`config.mk`:
```
export PLATFORM = sky130hd
export DESIGN_NAME = axi_rd_arbiter
export DESIGN_NICKNAME = d
export VERILOG_FILES = /design/src/rtl/axi_rd_arbiter.sv
export SDC_FILE = /design/constraint.sdc
export NUM_CORES = 1
export LEC_CHECK = 0
export CORE_UTILIZATION = 39
export DETAILED_ROUTE_END_ITERATION = 6
export PLACE_DENSITY_LB_ADDON = 0.1
export SLEW_MARGIN = 5
export SYNTH_ARGS = -nofsm -noshare
export SYNTH_HDL_FRONTEND = slang
export SYNTH_SLANG_ARGS = --single-unit
```
`constraint.sdc`:
```
create_clock -name clk -period 3.1 [get_ports clk]
set_input_delay 0.62 -clock clk [delete_from_list [all_inputs] [get_ports clk]]
set_output_delay 0.62 -clock clk [all_outputs]
set_load 0.03 [all_outputs]
```
`src/rtl/axi_rd_arbiter.sv`:
```
// axi_rd_arbiter: N-master to 1-slave AXI4-Lite read-channel arbiter with round-robin grant.
//
// One transaction is in flight at a time:
//   IDLE -> (grant) -> ADDR -> (m_arready) -> DATA -> (m_rvalid) -> RESP -> (s_rready) -> IDLE
// The response is registered and returned only to the granted master.
//
// Optional feature: define ARB_TIMEOUT_EN to enable a slave-response watchdog. After TIMEOUT
// cycles spent in ADDR/DATA, the arbiter answers the master itself with DECERR and zero data.
// Without the macro, ADDR/DATA wait indefinitely.
//
// Ports:
//   clk, rst              clock (rising edge); asynchronous active-low reset
//   s_araddr/s_arvalid    per-master read address channel in (master i at slice i)
//   s_arready             per-master address accept, one-hot or zero
//   s_rdata/s_rresp       registered response, replicated on every master slice
//   s_rvalid/s_rready     per-master response handshake (s_rvalid one-hot or zero)
//   m_araddr/m_arvalid/m_arready   slave address channel
//   m_rdata/m_rresp/m_rvalid/m_rready  slave read data channel

module axi_rd_arbiter #(
    parameter int unsigned N_MASTERS = 2,
    parameter int unsigned AW        = 32,
    parameter int unsigned DW        = 32,
    parameter int unsigned TIMEOUT   = 255
) (
    input  logic                    clk,
    input  logic                    rst,
    input  logic [N_MASTERS*AW-1:0] s_araddr,
    input  logic [N_MASTERS-1:0]    s_arvalid,
    output logic [N_MASTERS-1:0]    s_arready,
    output logic [N_MASTERS*DW-1:0] s_rdata,
    output logic [N_MASTERS*2-1:0]  s_rresp,
    output logic [N_MASTERS-1:0]    s_rvalid,
    input  logic [N_MASTERS-1:0]    s_rready,
    output logic [AW-1:0]           m_araddr,
    output logic                    m_arvalid,
    input  logic                    m_arready,
    input  logic [DW-1:0]           m_rdata,
    input  logic [1:0]              m_rresp,
    input  logic                    m_rvalid,
    output logic                    m_rready
);

    localparam int unsigned IW = $clog2(N_MASTERS);
    localparam logic [IW-1:0] LastId = IW'(N_MASTERS - 1);

    if (N_MASTERS < 2 || N_MASTERS > 8 || TIMEOUT < 1) begin : g_bad_params
        $error("axi_rd_arbiter: illegal parameter value");
    end

    typedef enum logic [1:0] {StIdle, StAddr, StData, StResp} state_e;

    state_e        state_q;
    logic [IW-1:0] ptr_q;
    logic [IW-1:0] gnt_q;
    logic [AW-1:0] addr_q;
    logic [DW-1:0] rdata_q;
    logic [1:0]    rresp_q;

    logic          req_any;
    logic [IW-1:0] req_id;
    logic          tmo_hit;

    // Round-robin scan starting at ptr_q; the first requester found wins.
    always_comb begin
        req_any = 1'b0;
        req_id  = ptr_q;
        for (int unsigned k = 0; k < N_MASTERS; k++) begin
            int unsigned cand;
            cand = (32'(ptr_q) + k) % N_MASTERS;
            if (!req_any && s_arvalid[IW'(cand)]) begin
                req_any = 1'b1;
                req_id  = IW'(cand);
            end
        end
    end

`ifdef ARB_TIMEOUT_EN
    localparam int unsigned CW = $clog2(TIMEOUT + 1);

    logic          busy;
    logic [CW-1:0] cnt_q;

    assign busy    = (state_q == StAddr) || (state_q == StData);
    assign tmo_hit = busy && (cnt_q >= CW'(TIMEOUT - 1));

    // Cleared outside ADDR/DATA, so it restarts from zero on every entry to ADDR.
    // Saturates at the limit so it can never wrap while waiting.
    always_ff @(posedge clk or negedge rst) begin
        if (!rst) begin
            cnt_q <= '0;
        end else if (!busy) begin
            cnt_q <= '0;
        end else if (!tmo_hit) begin
            cnt_q <= cnt_q + 1'b1;
        end
    end
`else
    assign tmo_hit = 1'b0;
`endif

    always_ff @(posedge clk or negedge rst) begin
        if (!rst) begin
            state_q <= StIdle;
            ptr_q   <= '0;
            gnt_q   <= '0;
            addr_q  <= '0;
            rdata_q <= '0;
            rresp_q <= '0;
        end else begin
            unique case (state_q)
                StIdle: begin
                    if (req_any) begin
                        addr_q  <= s_araddr[32'(req_id) * AW +: AW];
                        gnt_q   <= req_id;
                        state_q <= StAddr;
                    end
                end
                StAddr: begin
                    // A real handshake takes priority over the watchdog.
                    if (m_arready) begin
                        state_q <= StData;
                    end else if (tmo_hit) begin
                        rdata_q <= '0;
                        rresp_q <= 2'b11;
                        state_q <= StResp;
                    end
                end
                StData: begin
                    if (m_rvalid) begin
                        rdata_q <= m_rdata;
                        rresp_q <= m_rresp;
                        state_q <= StResp;
                    end else if (tmo_hit) begin
                        rdata_q <= '0;
                        rresp_q <= 2'b11;
                        state_q <= StResp;
                    end
                end
                StResp: begin
                    if (s_rready[gnt_q]) begin
                        ptr_q   <= (gnt_q == LastId) ? '0 : gnt_q + 1'b1;
                        state_q <= StIdle;
                    end
                end
            endcase
        end
    end

    // Outputs decode the registered state; s_arready is gated by rst so that nothing is
    // granted while reset is held.
    always_comb begin
        s_arready = '0;
        s_rvalid  = '0;
        for (int unsigned i = 0; i < N_MASTERS; i++) begin
            s_arready[i] = rst && (state_q == StIdle) && req_any && (req_id == IW'(i));
            s_rvalid[i]  = (state_q == StResp) && (gnt_q == IW'(i));
        end
    end

    assign m_arvalid = (state_q == StAddr);
    assign m_rready  = (state_q == StData);
    assign m_araddr  = addr_q;
    assign s_rdata   = {N_MASTERS{rdata_q}};
    assign s_rresp   = {N_MASTERS{rresp_q}};

endmodule
```
==> metrics.md, run 1 <==
| Metric | Value |
|---|---|
| Effective utilization at floorplan | 40.2% |
| Synthesized cell area | 3310 µm² |
| Detailed placement HPWL | 6160 µm |
| Number of search-and-repair iterations in the first detailed-routing pass | 4 |
| Area Overhead vs Synth | 63.6% |
| Proportion of layout cells with a drive suffix above 1 | 12.5% |
| Worst path arrival time | 1890 ps |
| Slew at the pin closest to its max-slew limit | 515 ps |
| Slowest cell on crit path | sky130_fd_sc_hd__clkdlybuf4s50_1 |
| Accumulated negative setup slack | 0 ps |
| Post-CTS Resized | 0 |
| Top-area cell type share of the netlist area | 53.0% |
| Hold slack final | 234 ps |
| First-iteration detailed-routing DRC count | 58 |
| CP peak stage delay | 490 ps |
| Routed via count | 2690 |
| Synth top area cells | sky130_fd_sc_hd__dfrtp_1, sky130_fd_sc_hd__mux2_2, sky130_fd_sc_hd__mux2i_1 |
| Cell type group with the largest total delay on the critical path | buffers and inverters |
| Minimum clock period | 2510 ps |
| Most common cell after layout, fill and taps aside | sky130_fd_sc_hd__clkdlybuf4s50_1 |
| Power density over the cells | 1170 nW/µm² |
| Commonest cells after routing, fill and taps aside | sky130_fd_sc_hd__clkdlybuf4s50_1, sky130_fd_sc_hd__dfrtp_1, sky130_fd_sc_hd__mux2_2 |
| Global-route wire length before repair | 13000 µm |
| Max Transition Viols Final | 0 |
| RSZ-0062 raised after global routing | false |
| Die width | 94.1 µm |
| Max transition margin | 65.6% |
| Reg2Reg Setup Slack | 1230 ps |
| Crit start category | input port |
| Final global-route overflow total | 0 |
| Wire length after detailed routing | 8180 µm |
| Core region area | 8220 µm² |
| Final Hold Viols | 0 |
| Reg-to-reg endpoint | m_araddr[31] |
| Final critical-path share of the clock period | 81.1% |
| CTS tree | built |
| Placement Rows | 33 |
| Final routed wire length divided by cell count | 14.4 µm |
| Source-to-sink clock delay at the later pin of the worst-skew pair | 330 ps |
| Run status | finished clean |
| Util after Layout | 65.8% |
| Worst clock skew on the final layout | 7.63 ps |
| Antenna violations before repair | 0 |
| Depth of the worst register-to-register path | 6 |
| Sequential area share after synthesis | 53.0% |
| R2r startpoint | state_q[0] |
| Crit path depth | 5 |
| Count of distinct cell types in the synthesized netlist | 22 |
| Floorplan die height | 94.1 µm |
| Setup Fix Bufs, Post-CTS | 0 |
| Synth Area per Inst | 11.8 µm² |
| Total buffers and inverters traversed by the critical path | 3 |
| Critical Setup Path Class | in -> out |
| Setup Viol. Count Final | 0 |
| IO Pins | 212 |
| ANT nets after route | 0 |
| Clock sinks | 70 |
| Final estimated routing congestion in global placement | 0.747 |
| All-Layer GR Usage | 19.4% |
| Path class of the lowest-slack min-delay path | in -> async |
| Remaining design rule violation count | 0 |
| Clock transition at the registers of the reported paths | 70 ps |
| Post-CTS Hold Fix Bufs | 0 |
| Count of max-cap constraint violations | 0 |
| Cells traversed along the worst timing path | clkdlybuf4s50_1 > inv_1 > maj3_2 > and3_1 > buf_4 |
| Count of antenna diodes in the layout | 0 |
| Cell taking the most area after synthesis | sky130_fd_sc_hd__dfrtp_1 |
| Detail-routed via count per cell | 4.74 |
| Number of standard cells after synthesis | 281 |
| Worst vdd rail ir drop | 0.504 mV |
| Library cell used as clock root buffer | sky130_fd_sc_hd__clkbuf_8 |
| Overall die area | 8850 µm² |
| Kind of capture point of the worst setup path | primary output |
| Net total in the final layout | 569 |
| Final Total Pwr | 6320 µW |
| Total of flip-flops plus latches after synthesis | 70 |
| CTS buffer count | 9 |
| Count of buffers inserted at the top-level ports | 211 |
| Synth Net Count | 391 |
| Largest driver fanout on the critical path | 6 |
| CTS HTree Levels | 3 |
| Peak Freq | 398 MHz |
| Total of warnings raised by yosys | 0 |
| Leakage power | 0.00226 µW |
| Number of buffers on the longest clock path | 2 |
| Via count of the first global-routing pass | 2619 |
| Required arrival time at the worst endpoint | 2480 ps |
| Largest net degree at the start of global routing | 53 |
-- final cells by class --
| type | count | area [µm²] |
|---|---|---|
| multi-input combinational | 157 | 1180 |
| tap | 105 | 131 |
| clock buffer | 11 | 141 |
| clock inverter | 4 | 47.5 |
| inverter | 6 | 22.5 |
| sequential | 70 | 1750 |
| timing repair buffer | 215 | 2130 |
| fill | 678 | 2810 |
-- power by group --
part | total (µW) | internal [µW] | switching, µW
clock | 709 | 387 | 322
combinational | 3920 | 1730 | 2190
sequential | 1690 | 1380 | 306
total | 6320 | 3500 | 2810
-- per-stage QoR --
stage	worst slack (ps)	area, µm²	cells
after floorplan	796	3310	281
after global placement	601	5220	553
after detailed placement	584	5220	553
after CTS	579	5410	568
after global routing	498	5410	568
final	585	5410	568
-- state kept, by name, summed over array words and instances (netlist names) --
register	flops
gnt_q	1
m_araddr	32
ptr_q	1
rdata_q	32
rresp_q	2
state_q	2
-- cell usage after synthesis (all sizes together) --
cell / count
o21ai: 3
a222oi: 1
a22oi: 1
a211oi: 1
nand2: 7
nor2: 34
a21oi: 33
maj3: 1
clkbuf: 4
nor2b: 2
dfrtp: 70
mux2i: 33
ha: 4
mux2: 35
and3: 1
inv: 6
buf: 44
and2: 1
-- worst max-delay path by stage --
stage / from / end / slack (ps)
2_1_floorplan: state_q[0] / s_arready[1] / 800
3_3_place_gp: s_arvalid[1] / s_arready[0] / 600
3_5_place_dp: s_arvalid[1] / s_arready[0] / 580
4_1_cts: s_arvalid[1] / s_arready[0] / 580
5_1_grt: s_arvalid[0] / s_arready[1] / 500
6_report: s_arvalid[1] / s_arready[0] / 590
-- routing by layer --
| layer | up-vias | share of wire (%) | global-route usage (%) |
|---|---|---|---|
| met1 | 1276 | 40 | 22.9 |
| met5 | - | 0 | 0 |
| li1 | 1271 | - | - |
| met2 | 134 | 49 | 31.6 |
| met3 | 9 | 11 | 7.36 |
| met4 | 0 | 1.1 | 8.08 |
-- kinds of logic (layout without fill, tap and decap cells) --
kind of cell	Yosys count	count (layout)	synth area share [%]
DFF	70	70	53.0
muxes	68	68	21.9
buffers and inverters	54	236	11.6
and+or+nand+nor	45	45	5.41
AOI/OAI and AO/OA	39	39	6.21
adders and majority gates	5	5	1.85
-- worst reg2reg max path, cell delays in order, from the launching register on --
cell and delay [ps]:
sky130_fd_sc_hd__dfrtp_1 410, sky130_fd_sc_hd__inv_1 110, sky130_fd_sc_hd__ha_1 230, sky130_fd_sc_hd__nor2b_4 330, sky130_fd_sc_hd__buf_4 500, sky130_fd_sc_hd__nor2_1 100, sky130_fd_sc_hd__a21oi_1 130
(Power assumes the default switching activity.)
==> run 2, diff against run 1 <==
--- a/config.mk
+++ b/config.mk
@@ -5,7 +5,7 @@
 export SDC_FILE = /design/constraint.sdc
 export NUM_CORES = 1
 export LEC_CHECK = 0
-export CORE_UTILIZATION = 39
+export CORE_UTILIZATION = 33
 export DETAILED_ROUTE_END_ITERATION = 6
 export PLACE_DENSITY_LB_ADDON = 0.1
 export SLEW_MARGIN = 5
==> constraint.sdc (replaced) <==
create_clock -name clk -period 2 [get_ports clk]
set_input_delay 0.4 -clock clk [delete_from_list [all_inputs] [get_ports clk]]
set_output_delay 0.4 -clock clk [all_outputs]
set_load 0.03 [all_outputs]
==> run 2 against run 1 <==
  * Worst setup slack got worse by 490 ps
  * Via count decreased by 0.71%
  * First-iteration DRC count decreased by 40%
  * Worst hold slack got worse by 120 ps
  * Combinational power increased by 57%
  * Critical path depth increased by 1
  * Largest power group unchanged
==> metrics.md, run 2 (synthesis gave the netlist of run 1 again) <==
| Metric | Value |
|---|---|
| Most common cell after layout, fill and taps aside | sky130_fd_sc_hd__clkdlybuf4s50_1 |
| IO Pins | 212 (unchanged) |
| Final estimated routing congestion in global placement | 0.673 (-9.9%) |
| Max Transition Viols Final | 0 (unchanged) |
| Net total in the final layout | 576 (+1.2%) |
| Reg2Reg Setup Slack | 250 ps (-980 ps) |
| Reg-to-reg endpoint | m_araddr[8] |
| Proportion of layout cells with a drive suffix above 1 | 15.5% (+3.0 points) |
| Detailed placement HPWL | 6330 µm (+2.7%) |
| Power density over the cells | 1810 nW/µm² (+55%) |
| Core region area | 9730 µm² (+18%) |
| Area of combinational cells with multiple inputs | 1200 µm² (+1.9%) |
| Floorplan die height | 102 µm (+8.5%) |
| Overall die area | 10400 µm² (+18%) |
| Final critical-path share of the clock period | 95.4% |
| Post-CTS Hold Fix Bufs | 0 (unchanged) |
| Depth of the worst register-to-register path | 6 (unchanged) |
| Global-route wire length before repair | 12500 µm (-3.8%) |
| Wire length after detailed routing | 8390 µm (+2.5%) |
| Final routed wire length divided by cell count | 13.9 µm (-3.6%) |
| Required arrival time at the worst endpoint | 1600 ps (-880 ps) |
| Final global-route overflow total | 0 (unchanged) |
| Accumulated negative setup slack | 0 ps (unchanged) |
| Number of search-and-repair iterations in the first detailed-routing pass | 4 (unchanged) |
| Area of all sequential standard cells | 1750 µm² (unchanged) |
| ANT nets after route | 0 (unchanged) |
| Commonest cells after routing, fill and taps aside | sky130_fd_sc_hd__clkdlybuf4s50_1, sky130_fd_sc_hd__dfrtp_1, sky130_fd_sc_hd__mux2_2 |
| CTS buffer count | 9 (unchanged) |
| Antenna violations before repair | 0 (unchanged) |
| Post-route worst setup slack | 92.8 ps (-492 ps) |
| Worst clock skew on the final layout | 8.73 ps (+1.10 ps) |
| Peak Freq | 524 MHz |
| Library cell used as clock root buffer | sky130_fd_sc_hd__clkbuf_8 |
| Largest net degree at the start of global routing | 71 (+34%) |
| R2r startpoint | ptr_q |
| Leakage power | 0.00234 µW (+3.7%) |
| CTS HTree Levels | 3 (unchanged) |
| Final Hold Viols | 0 (unchanged) |
| Placement Rows | 36 (+9.1%) |
| Die width | 102 µm (+8.5%) |
| Crit start category | input port |
| Fill cell total of the finished layout | 845 (+25%) |
| Count of buffers inserted at the top-level ports | 211 (unchanged) |
| Setup Viol. Count Final | 0 (unchanged) |
| Path class of the lowest-slack min-delay path | in -> async |
| CTS tree | built |
| Routed via count | 2671 (-0.71%) |
| Critical Setup Path Class | in -> out |
| Worst path arrival time | 1510 ps (-380 ps) |
| Slew at the pin closest to its max-slew limit | 590 ps (+74.7 ps) |
| Effective utilization at floorplan | 34.0% (-6.3 points) |
| Hold slack final | 111 ps (-123 ps) |
| Largest driver fanout on the critical path | 4 (-2) |
| First-iteration detailed-routing DRC count | 35 (-40%) |
| Via count of the first global-routing pass | 2532 (-3.3%) |
| Remaining design rule violation count | 0 (unchanged) |
| Detail-routed via count per cell | 4.42 (-6.6%) |
| Run status | finished clean |
| Area Overhead vs Synth | 69.0% |
| Count of max-cap constraint violations | 0 (unchanged) |
| RSZ-0062 raised after global routing | false |
| Minimum setup slack after placement | -120 ps (-703 ps) |
| Number of buffers on the longest clock path | 2 (unchanged) |
| Clock transition at the registers of the reported paths | 80 ps (about the same) |
| Minimum clock period | 1910 ps |
| Kind of capture point of the worst setup path | primary output |
| Source-to-sink clock delay at the later pin of the worst-skew pair | 330 ps (about the same) |
| All-Layer GR Usage | 15.8% (-3.6 points) |
| Max transition margin | 60.7% (-5.0 points) |
| Worst vdd rail ir drop | 0.642 mV (+27%) |
| Count of antenna diodes in the layout | 0 (unchanged) |
| Clock sinks | 70 (unchanged) |
run 2: what timing repair did:
| item | CTS | global route |
|---|---|---|
| pin swaps | 2 | 1 |
| buffers inserted | 1 | 1 |
| setup endpoints to repair | 6 | 3 |
| cloned | 0 | 0 |
| gates resized for setup | 7 | 8 |
run 2: cell type report:
class                           instances  share of cell area [%]
Clock inverter                          3                    1.16
Timing Repair Buffer                  222                    39.6
Multi-Input combinational cell        157                    21.5
Inverter                                6                   0.403
Sequential cell                        70                    31.4
Clock buffer                           13                    3.02
Tap cell                              133                    2.98
run 2: worst max path at each step:
stage	start	to	slack, ps	depth (start not counted)
detailed placement	s_arvalid[0]	m_araddr[20]	-120	5
floorplan	state_q[0]	s_arready[1]	40	7
CTS	s_arvalid[1]	s_arready[0]	2	5
global route	state_q[0]	s_arready[1]	8	6
finish	s_arvalid[0]	s_arready[0]	90	6
global placement	s_arvalid[1]	m_araddr[27]	-90	6
run 2: layer usage:
layer / part of all wire [%] / vias to the layer above / global-route usage, %
li1: - / 1289 / -
met1: 40 / 1227 / 19.2
met2: 46 / 147 / 24.6
met3: 13 / 8 / 7.46
met4: 1.0 / 0 / 5.71
met5: 0 / - / 0
run 2: worst max-delay path, cell delays in order:
cell and delay, ps:
sky130_fd_sc_hd__clkdlybuf4s50_1 490, sky130_fd_sc_hd__buf_4 120, sky130_fd_sc_hd__nor2_2 40, sky130_fd_sc_hd__nor2b_4 140, sky130_fd_sc_hd__and3_4 200, sky130_fd_sc_hd__buf_6 130
run 2: per-stage QoR:
step | power [µW] | utilization [%] | cells | cell area [µm²]
6_report | 10100 | 57.4 | 604 | 5590
3_3_place_gp | 8720 | 54.7 | 586 | 5320
5_1_grt | 10700 | 57.4 | 604 | 5590
2_1_floorplan | 6650 | - | 281 | 3310
3_5_place_dp | 8820 | 54.7 | 586 | 5320
4_1_cts | 10200 | 57.2 | 603 | 5570
run 2: power breakdown:
group	switching (µW)	total, µW	internal [µW]	leakage, µW
Sequential	467	2610	2140	0.000798
Combinational	3430	6160	2740	0.00142
Clock	513	1320	804	0.000120
